## src/rtl/mips_ctrl_pkg.sv

```systemverilog
// Shared constants and types for the multicycle MIPS main control FSM.
package mips_ctrl_pkg;

  localparam logic [5:0] OP_R    = 6'b000000;
  localparam logic [5:0] OP_LW   = 6'b100011;
  localparam logic [5:0] OP_SW   = 6'b101011;
  localparam logic [5:0] OP_BEQ  = 6'b000100;
  localparam logic [5:0] OP_J    = 6'b000010;
  localparam logic [5:0] OP_ADDI = 6'b001000;

  typedef enum logic [3:0] {
    S_FETCH    = 4'd0,
    S_DECODE   = 4'd1,
    S_MEMADR   = 4'd2,
    S_MEMRD    = 4'd3,
    S_MEMWB    = 4'd4,
    S_MEMWR    = 4'd5,
    S_EXEC     = 4'd6,
    S_ALUWB    = 4'd7,
    S_BRANCH   = 4'd8,
    S_JUMP     = 4'd9,
    S_ADDIEXEC = 4'd10,
    S_ADDIWB   = 4'd11
  } state_t;

  localparam logic [1:0] ALUOP_ADD   = 2'b00;
  localparam logic [1:0] ALUOP_SUB   = 2'b01;
  localparam logic [1:0] ALUOP_FUNCT = 2'b10;

  localparam logic [1:0] SRCB_REGB    = 2'b00;
  localparam logic [1:0] SRCB_FOUR    = 2'b01;
  localparam logic [1:0] SRCB_IMM     = 2'b10;
  localparam logic [1:0] SRCB_IMM_SH2 = 2'b11;

  localparam logic [1:0] PCSRC_ALU    = 2'b00;
  localparam logic [1:0] PCSRC_ALUOUT = 2'b01;
  localparam logic [1:0] PCSRC_JUMP   = 2'b10;

  typedef struct packed {
    logic [1:0] aluOp;
    logic       aluSrcA;
    logic [1:0] aluSrcB;
    logic [1:0] pcSrc;
    logic       pcEn;
    logic       iorD;
    logic       memRead;
    logic       memWrite;
    logic       irWrite;
    logic       regDst;
    logic       memToReg;
    logic       regWrite;
    logic       illegalOp;
  } ctrl_t;

endpackage

```

## src/rtl/mips_multicycle_ctrl_if.sv

```systemverilog
// Controller <-> datapath/cache bundle: instruction inputs, handshake and control word.
interface mips_ctrl_if #(parameter int CNT_W = 32);
  logic [5:0]       opcode;
  logic             zero;
  logic             memReady;
  logic [1:0]       aluOp;
  logic             aluSrcA;
  logic [1:0]       aluSrcB;
  logic [1:0]       pcSrc;
  logic             pcEn;
  logic             iorD;
  logic             memRead;
  logic             memWrite;
  logic             irWrite;
  logic             regDst;
  logic             memToReg;
  logic             regWrite;
  logic             illegalOp;
  logic [3:0]       state;
  logic [CNT_W-1:0] retired;

  modport master (
    input  opcode, zero, memReady,
    output aluOp, aluSrcA, aluSrcB, pcSrc, pcEn, iorD, memRead, memWrite,
           irWrite, regDst, memToReg, regWrite, illegalOp, state, retired
  );

  modport slave (
    output opcode, zero, memReady,
    input  aluOp, aluSrcA, aluSrcB, pcSrc, pcEn, iorD, memRead, memWrite,
           irWrite, regDst, memToReg, regWrite, illegalOp, state, retired
  );
endinterface

```

## src/rtl/mips_ctrl_outdec.sv

```systemverilog
// Combinational state/opcode decoder: control word, next state and retire strobe.
// ADDI states are decoded only when MIPS_CTRL_ADDI_EN is defined.
module mips_ctrl_outdec
  import mips_ctrl_pkg::*;
(
  input  logic       rst_n,
  input  state_t     state,
  input  logic [5:0] opcode,
  input  logic       zero,
  input  logic       memReady,
  output ctrl_t      ctrl,
  output state_t     next_state,
  output logic       retire
);

  ctrl_t ctrl_s;

  // Per-state control word and transition; unlisted fields stay zero.
  always_comb begin
    ctrl_s     = '0;
    next_state = S_FETCH;
    retire     = 1'b0;
    case (state)
      S_FETCH: begin
        ctrl_s.memRead = 1'b1;
        ctrl_s.aluSrcB = SRCB_FOUR;
        ctrl_s.aluOp   = ALUOP_ADD;
        ctrl_s.pcSrc   = PCSRC_ALU;
        if (memReady) begin
          ctrl_s.irWrite = 1'b1;
          ctrl_s.pcEn    = 1'b1;
          next_state     = S_DECODE;
        end else begin
          next_state     = S_FETCH;
        end
      end
      S_DECODE: begin
        ctrl_s.aluSrcB = SRCB_IMM_SH2;
        case (opcode)
          OP_LW, OP_SW: next_state = S_MEMADR;
          OP_R:         next_state = S_EXEC;
          OP_BEQ:       next_state = S_BRANCH;
          OP_J:         next_state = S_JUMP;
`ifdef MIPS_CTRL_ADDI_EN
          OP_ADDI:      next_state = S_ADDIEXEC;
`endif
          default: begin
            ctrl_s.illegalOp = 1'b1;
            next_state       = S_FETCH;
          end
        endcase
      end
      S_MEMADR: begin
        ctrl_s.aluSrcA = 1'b1;
        ctrl_s.aluSrcB = SRCB_IMM;
        next_state     = (opcode == OP_LW) ? S_MEMRD : S_MEMWR;
      end
      S_MEMRD: begin
        ctrl_s.memRead = 1'b1;
        ctrl_s.iorD    = 1'b1;
        next_state     = memReady ? S_MEMWB : S_MEMRD;
      end
      S_MEMWB: begin
        ctrl_s.regWrite = 1'b1;
        ctrl_s.memToReg = 1'b1;
        retire          = 1'b1;
      end
      S_MEMWR: begin
        ctrl_s.memWrite = 1'b1;
        ctrl_s.iorD     = 1'b1;
        next_state      = memReady ? S_FETCH : S_MEMWR;
        retire          = memReady;
      end
      S_EXEC: begin
        ctrl_s.aluSrcA = 1'b1;
        ctrl_s.aluSrcB = SRCB_REGB;
        ctrl_s.aluOp   = ALUOP_FUNCT;
        next_state     = S_ALUWB;
      end
      S_ALUWB: begin
        ctrl_s.regWrite = 1'b1;
        ctrl_s.regDst   = 1'b1;
        retire          = 1'b1;
      end
      S_BRANCH: begin
        ctrl_s.aluSrcA = 1'b1;
        ctrl_s.aluOp   = ALUOP_SUB;
        ctrl_s.pcSrc   = PCSRC_ALUOUT;
        ctrl_s.pcEn    = zero;
        retire         = 1'b1;
      end
      S_JUMP: begin
        ctrl_s.pcSrc = PCSRC_JUMP;
        ctrl_s.pcEn  = 1'b1;
        retire       = 1'b1;
      end
`ifdef MIPS_CTRL_ADDI_EN
      S_ADDIEXEC: begin
        ctrl_s.aluSrcA = 1'b1;
        ctrl_s.aluSrcB = SRCB_IMM;
        next_state     = S_ADDIWB;
      end
      S_ADDIWB: begin
        ctrl_s.regWrite = 1'b1;
        retire          = 1'b1;
      end
`endif
      default: begin
        next_state = S_FETCH;
      end
    endcase
  end

  // Reset must drop cache requests immediately, even mid-stall.
  assign ctrl = rst_n ? ctrl_s : '0;

endmodule

```

## src/rtl/mips_multicycle_ctrl.sv

```systemverilog
// Multicycle MIPS main control: state register and retired-instruction counter.
// Optional ADDI support is enabled by defining MIPS_CTRL_ADDI_EN.
module mips_multicycle_ctrl
  import mips_ctrl_pkg::*;
#(
  parameter int CNT_W = 32
) (
  input  logic      clk,
  input  logic      rst_n,
  mips_ctrl_if.master bus
);

  state_t           state_r;
  state_t           next_state_s;
  logic             retire_s;
  logic [CNT_W-1:0] retired_r;
  ctrl_t            ctrl_s;

  mips_ctrl_outdec u_outdec (
    .rst_n      (rst_n),
    .state      (state_r),
    .opcode     (bus.opcode),
    .zero       (bus.zero),
    .memReady   (bus.memReady),
    .ctrl       (ctrl_s),
    .next_state (next_state_s),
    .retire     (retire_s)
  );

  // State register and wrapping retire counter.
  always_ff @(posedge clk or negedge rst_n) begin
    if (!rst_n) begin
      state_r   <= S_FETCH;
      retired_r <= '0;
    end else begin
      state_r <= next_state_s;
      if (retire_s) begin
        retired_r <= retired_r + {{(CNT_W-1){1'b0}}, 1'b1};
      end else begin
        retired_r <= retired_r;
      end
    end
  end

  assign bus.aluOp     = ctrl_s.aluOp;
  assign bus.aluSrcA   = ctrl_s.aluSrcA;
  assign bus.aluSrcB   = ctrl_s.aluSrcB;
  assign bus.pcSrc     = ctrl_s.pcSrc;
  assign bus.pcEn      = ctrl_s.pcEn;
  assign bus.iorD      = ctrl_s.iorD;
  assign bus.memRead   = ctrl_s.memRead;
  assign bus.memWrite  = ctrl_s.memWrite;
  assign bus.irWrite   = ctrl_s.irWrite;
  assign bus.regDst    = ctrl_s.regDst;
  assign bus.memToReg  = ctrl_s.memToReg;
  assign bus.regWrite  = ctrl_s.regWrite;
  assign bus.illegalOp = ctrl_s.illegalOp;
  assign bus.state     = state_r;
  assign bus.retired   = retired_r;

endmodule

```

## src/flat_wrapper.sv

```systemverilog
// flat-port wrapper written by rule: the top's interface ports become plain ports
module mips_multicycle_ctrl_flat import mips_ctrl_pkg::*;
#(
  parameter int CNT_W = 32
)
  (clk, rst_n, bus_opcode, bus_zero, bus_memReady, bus_aluOp, bus_aluSrcA, bus_aluSrcB, bus_pcSrc, bus_pcEn, bus_iorD, bus_memRead, bus_memWrite, bus_irWrite, bus_regDst, bus_memToReg, bus_regWrite, bus_illegalOp, bus_state, bus_retired);
  mips_ctrl_if #(.CNT_W(CNT_W)) bus_i ();
  input  logic clk;
  input  logic rst_n;
  input wire logic [$bits(bus_i.opcode)-1:0] bus_opcode;
  input wire logic [$bits(bus_i.zero)-1:0] bus_zero;
  input wire logic [$bits(bus_i.memReady)-1:0] bus_memReady;
  output wire logic [$bits(bus_i.aluOp)-1:0] bus_aluOp;
  output wire logic [$bits(bus_i.aluSrcA)-1:0] bus_aluSrcA;
  output wire logic [$bits(bus_i.aluSrcB)-1:0] bus_aluSrcB;
  output wire logic [$bits(bus_i.pcSrc)-1:0] bus_pcSrc;
  output wire logic [$bits(bus_i.pcEn)-1:0] bus_pcEn;
  output wire logic [$bits(bus_i.iorD)-1:0] bus_iorD;
  output wire logic [$bits(bus_i.memRead)-1:0] bus_memRead;
  output wire logic [$bits(bus_i.memWrite)-1:0] bus_memWrite;
  output wire logic [$bits(bus_i.irWrite)-1:0] bus_irWrite;
  output wire logic [$bits(bus_i.regDst)-1:0] bus_regDst;
  output wire logic [$bits(bus_i.memToReg)-1:0] bus_memToReg;
  output wire logic [$bits(bus_i.regWrite)-1:0] bus_regWrite;
  output wire logic [$bits(bus_i.illegalOp)-1:0] bus_illegalOp;
  output wire logic [$bits(bus_i.state)-1:0] bus_state;
  output wire logic [$bits(bus_i.retired)-1:0] bus_retired;
  assign bus_i.opcode = bus_opcode;
  assign bus_i.zero = bus_zero;
  assign bus_i.memReady = bus_memReady;
  assign bus_aluOp = bus_i.aluOp;
  assign bus_aluSrcA = bus_i.aluSrcA;
  assign bus_aluSrcB = bus_i.aluSrcB;
  assign bus_pcSrc = bus_i.pcSrc;
  assign bus_pcEn = bus_i.pcEn;
  assign bus_iorD = bus_i.iorD;
  assign bus_memRead = bus_i.memRead;
  assign bus_memWrite = bus_i.memWrite;
  assign bus_irWrite = bus_i.irWrite;
  assign bus_regDst = bus_i.regDst;
  assign bus_memToReg = bus_i.memToReg;
  assign bus_regWrite = bus_i.regWrite;
  assign bus_illegalOp = bus_i.illegalOp;
  assign bus_state = bus_i.state;
  assign bus_retired = bus_i.retired;
  mips_multicycle_ctrl #(.CNT_W(CNT_W)) u_core (.clk(clk), .rst_n(rst_n), .bus(bus_i));
endmodule
```

## config.mk

```make
export PLATFORM = sky130hd
export DESIGN_NAME = mips_multicycle_ctrl_flat
export DESIGN_NICKNAME = d
export VERILOG_FILES = /design/src/rtl/mips_ctrl_pkg.sv /design/src/rtl/mips_multicycle_ctrl_if.sv /design/src/rtl/mips_ctrl_outdec.sv /design/src/rtl/mips_multicycle_ctrl.sv /design/src/flat_wrapper.sv
export SDC_FILE = /design/constraint.sdc
export NUM_CORES = 1
export LEC_CHECK = 0
export CORE_MARGIN = 2
export CORE_UTILIZATION = 47
export CTS_BUF_LIST = sky130_fd_sc_hd__clkbuf_8 sky130_fd_sc_hd__clkbuf_16
export DETAILED_ROUTE_END_ITERATION = 12
export PLACE_DENSITY = 0.87
export SYNTH_ARGS = -nofsm -noshare
export SYNTH_HDL_FRONTEND = slang
export SYNTH_HIERARCHICAL = 1
export SYNTH_SLANG_ARGS = --single-unit
```

## constraint.sdc

```tcl
create_clock -name clk -period 2.95 [get_ports clk]
set_input_delay 0.59 -clock clk [delete_from_list [all_inputs] [get_ports clk]]
set_output_delay 0.59 -clock clk [all_outputs]
set_load 0.01 [all_outputs]
```

==> metrics, run 1 <==
status finished clean; initial antenna violation count 0; ys flop type dfrtp_1; crit-path max cell delay 590 ps; clock tree buffer depth 2; GRT Total Usage 0.205; WL per Instance 14.8 um; post-CTS sizing 1; routed vias 1,711; Post-Syn Area 0.00200 sq mm; Hold Fails Final Rpt 0; uppermost layer routed met4; Core Footprint 0.00406 sq mm; Peak Freq 370 MHz; family with the most delay on the worst path simple AND/OR/NAND/NOR gates; Starting Density 0.492; hold-fix buffer count after cts 0; Synth Area per Inst 10.3 sq um; R2R depth 9; Worst VDD drop 0.259 mV; Hold WC Path Type in2async; pwr/cell area 399 mW/mm^2; Routed Antenna Nets 0; chip height 69.2 um; drt pass-1 iters 4; Nets 274; WL met2 2.19 mm; max_cap viols 0; Worst Tran Pin Value 552 ps; syn_nets 204; placed inst area 0.00266 sq mm; reg2reg setup slack 680 ps; register bit total from synthesis 36; worst hold slack 319 ps; RSZ-0062 raised after global routing no; pre-CTS setup slack -1.52 ps; worst setup margin 246 ps; part of the Yosys area used for sequential elements 0.451; P_leak 1.15 nW; Die Width 69.2 um; DRT iter0 DRCs 92; post-synthesis cell type count 42; Final Util 0.678; # rows 23; synth warn 6; Post-Synthesis Cells 193; drc violations 0; critical path class reg2out; reg2reg end u_core/bus.retired[30]; total grt overflow 0; Setup crit start kind flop; input/output buffers 61; Reg clk slew, reported paths 70 ps; HPWL Detailed 3.41 mm; Pins Over Slew Limit 0; first-pass GRT wire length 7.91 mm; vias in the first global route 1,674; full die area 0.00478 sq mm; drt total wl 4.64 mm; post-DR vias/cell 5.45; arrival time at the worst endpoint 2110 ps; metal1 wirelength 2.12 mm; Root Driver clkbuf_8; CP Launch Point u_core/bus.state[2]; worst path required time 2360 ps; CTS buffer count 5; top-level port count 62; number of synthesized flops with an enable pin 0; # diodes 0; final setup fails 0; Critical Path End Type output pin; CTS tree done; H-tree depth 2; CP cell instances nor2_1 > nand2_1 > nor4b_1 > clkdlybuf4s50_1; Post-CTS Setup Inserts 0; Crit Path Max Fanout 18; final setup TNS 0 ps; layout cells sized above 1 0.106; Slowest-stage cell, CP clkdlybuf4s50_1; crit path time final 2700 ps; Final Cell Area 0.00275 sq mm; fin crit share 0.917; Worst Skew 6.47 ps; worst skew pair latency 290 ps; met3 WL 244 um; Area Overhead vs Synth 37.9%; clock sinks 36; gpl congestion 0.900; largest net degree at the start of global routing 22; fraction of registers with async set/reset 1.00; Worst Path Buf+Inv 1; Critical R2R Launch u_core/bus.state[0]; relative slew slack 0.629
==> metrics by stage <==
| step | std cells | total power [mW] |
|---|---|---|
| global route | 314 | 1.15 |
| floorplan | 193 | 0.646 |
| global placement | 306 | 0.747 |
| finish | 314 | 1.10 |
| CTS | 314 | 1.11 |
| detailed placement | 306 | 0.755 |
==> layout by cell type, fill, tap and decap left out, types with 8 or more instances in the layout <==
master           count
nand2_1             16
xor2_1               8
xnor2_1             25
clkdlybuf4s50_1     59
nor2_1              16
dfrtp_1             36
nand4_1             15
buf_4                8
nand3_1              9
==> cell type report <==
type,instances,area (sq um)
timing repair buffer,69,664
fill,334,1310
clock buffer,6,82.6
sequential,36,901
inverter,2,7.51
multi-input combinational,149,1030
clock inverter,2,7.51
tap,50,62.6
==> metal layers <==
layer | global-route usage | vias to the layer above
li1 | - | 832
met1 | 0.268 | 825
met2 | 0.316 | 45
met3 | 0.0541 | 9
met4 | 0.0980 | 0
met5 | 0 | -
==> flip-flops by register name, summed over array words and instances (netlist names) <==
| register | count |
|---|---|
| u_core/bus.retired | 32 |
| u_core/bus.state | 4 |
==> where the power goes <==
part,leakage (nW),switching (mW),internal (mW)
sequential,0.492,0.0383,0.516
clock,0.0538,0.169,0.183
combinational,0.601,0.0857,0.106
total,1.15,0.293,0.806
==> synth_stat cells (2+ instances only) <==
cell type  count  area share
dfrtp_1       36        0.45
xnor2_1       25        0.11
nand2_1       16       0.030
nor2_1        16       0.030
nand4_1       15       0.047
nand3_1        9       0.023
xor2_1         8       0.035
nor3_1         6       0.015
buf_6          5       0.028
nor3b_1        5       0.019
and3_1         4       0.013
o21ai_0        4       0.010
nand2b_1       3      0.0094
nand3b_1       3       0.011
a21oi_1        2      0.0050
and2_1         2      0.0063
and2b_2        2      0.0088
and4_1         2      0.0088
inv_1          2      0.0038
nor3_2         2       0.010
nor4_1         2      0.0063
o21ai_1        2      0.0050
o31ai_1        2      0.0075
or2_2          2      0.0063
==> kinds of logic (layout without fill, tap and decap cells) <==
family,Yosys count,in the layout,share of synthesized area
buffers and inverters,8,79,0.0345
muxes,1,1,0.00564
adders and majority gates,1,1,0.00627
DFF,36,36,0.451
xor gates and xnor gates,33,33,0.145
AOI/OAI and AO/OA,17,17,0.0589
and+or+nand+nor,97,97,0.298
==> how the worst max path moves through the flow <==
| stage | depth (start not counted) | end |
|---|---|---|
| after floorplan | 8 | u_core/bus.retired[27] |
| final | 4 | bus_irWrite |
| after detailed placement | 5 | bus_illegalOp |
| after CTS | 4 | bus_irWrite |
| after global placement | 5 | bus_illegalOp |
| after global routing | 4 | bus_irWrite |
(Power assumes the default switching activity.)
==> run 2: changes to the inputs <==
Settings changed: CAP_MARGIN from default to 10, CORE_MARGIN 2 to default, CTS_BUF_LIST sky130_fd_sc_hd__clkbuf_8 sky130_fd_sc_hd__clkbuf_16 to default.
==> run 2 against run 1 <==
  * Clock power grew 18%
  * Non-clock buffer count grew 2
  * Routed wire length shrank 0.13%
  * Utilization grew 1.5 points
==> metrics, run 2 (synthesis gave the netlist of run 1 again) <==
max_cap viols 0; Starting Density 0.495; relative slew slack 0.559; Worst Tran Pin Value 656 ps; Root Driver clkbuf_8; gpl congestion 0.874; top-level port count 62; Area Overhead vs Synth 39.9%; initial antenna violation count 0; drc violations 0; critical path class reg2out; final setup TNS 0 ps; CTS buffer count 5; clock tree buffer depth 2; arrival time at the worst endpoint 2030 ps; Peak Freq 382 MHz; Core Footprint 0.00403 sq mm; HPWL Detailed 3.42 mm; RSZ-0062 raised after global routing no; Reg clk slew, reported paths 70 ps; worst path required time 2360 ps; hold-fix buffer count after cts 0; Pins Over Slew Limit 0; drt pass-1 iters 4; full die area 0.00451 sq mm; Routed Antenna Nets 0; layout cells sized above 1 0.120; Worst Skew 7.64 ps; Nets 276; GRT Total Usage 0.229; fin crit share 0.888; WL per Instance 14.7 um; commonest non-fill, non-tap cells in the layout clkdlybuf4s50_1 (59), dfrtp_1 (36), xnor2_1 (25); Die Width 67.2 um; Multi-input gate area 0.00103 sq mm; Crit Path Max Fanout 11; CTS tree done; Critical Path End Type output pin; final setup fails 0; first-pass GRT wire length 7.58 mm; H-tree depth 2; # rows 23; post-DR vias/cell 5.51; clock sinks 36; Setup crit start kind flop; drt total wl 4.63 mm; worst hold slack 285 ps; post-CTS sizing 0; register area 901 sq um; pwr/cell area 416 mW/mm^2; DRT iter0 DRCs 130; largest net degree at the start of global routing 27; Hold WC Path Type in2async; placed inst area 0.00268 sq mm; vias in the first global route 1,588; filler instances 322; worst skew pair latency 280 ps; Tot Pwr 1.16 mW; Final Cell Area 0.00279 sq mm; P_leak 1.17 nW; total grt overflow 0; Hold Fails Final Rpt 0; input/output buffers 61; pre-CTS setup slack 29.5 ps; status finished clean; crit path time final 2620 ps; commonest non-fill, non-tap cell in the layout clkdlybuf4s50_1; chip height 67.2 um; worst setup margin 332 ps; max FFs per register 32; routed vias 1,742; Worst VDD drop 0.322 mV; Post-CTS Setup Inserts 0; # diodes 0
-- run 2: cell types whose count changed in the layout (fill, tap and decap cells not counted) --
cell / previous run / this run
clkinv_2: 0 / 1
dlymetal6s2s_1: 0 / 1
inv_1: 4 / 2
a2111oi_2: 0 / 1
clkbuf_8: 6 / 5
dlygate4sd2_1: 1 / 0
bufinv_16: 0 / 1
a2111oi_1: 1 / 0
clkbuf_1: 0 / 1
buf_4: 8 / 10
-- run 2: metal layers --
layer  GRT usage  share of wire  up-vias
met5           0              0        -
met4      0.0798          0.012        0
met3      0.0574          0.065        6
met2       0.376           0.51       58
met1       0.291           0.41      842
li1            -              -      836
-- run 2: power breakdown --
group	total [mW]	internal (mW)	switching (mW)	leakage [nW]
Sequential	0.550	0.516	0.0337	0.492
Combinational	0.196	0.108	0.0875	0.623
Clock	0.417	0.251	0.166	0.0552
Total	1.16	0.875	0.287	1.17
-- run 2: stage by stage --
| stage | util | cells |
|---|---|---|
| after floorplan | - | 193 |
| after global placement | 0.665 | 308 |
| after detailed placement | 0.665 | 308 |
| after CTS | 0.691 | 316 |
| after global routing | 0.693 | 316 |
| final | 0.693 | 316 |
-- run 2: worst paths after layout --
path | start | to | slack (ps) | depth (start not counted)
max in group asynchronous | rst_n | u_core/bus.retired[19] | 2110 | 3
worst max-delay path | u_core/bus.state[3] | bus_irWrite | 330 | 4
worst max register to register | u_core/bus.state[0] | u_core/bus.retired[22] | 630 | 9
worst min register to register | u_core/bus.retired[31] | u_core/bus.retired[31] | 480 | 1
min in group clk | u_core/bus.retired[31] | u_core/bus.retired[31] | 480 | 1
worst min-delay path | rst_n | u_core/bus.retired[2] | 290 | 2
-- run 2: worst max-delay path: stages (launching register included) --
cell and delay [ps]:
dfrtp_1 510, nor2_1 180, nand2_1 150, nor4b_1 320, clkdlybuf4s50_1 590
-- run 2: layout make-up --
| cell class | count | area share |
|---|---|---|
| Timing Repair Buffer | 71 | 0.245 |
| Tap cell | 50 | 0.0224 |
| Sequential cell | 36 | 0.323 |
| Multi-Input combinational cell | 149 | 0.369 |
| Inverter | 2 | 0.00269 |
| Clock inverter | 2 | 0.0125 |
| Clock buffer | 6 | 0.0260 |
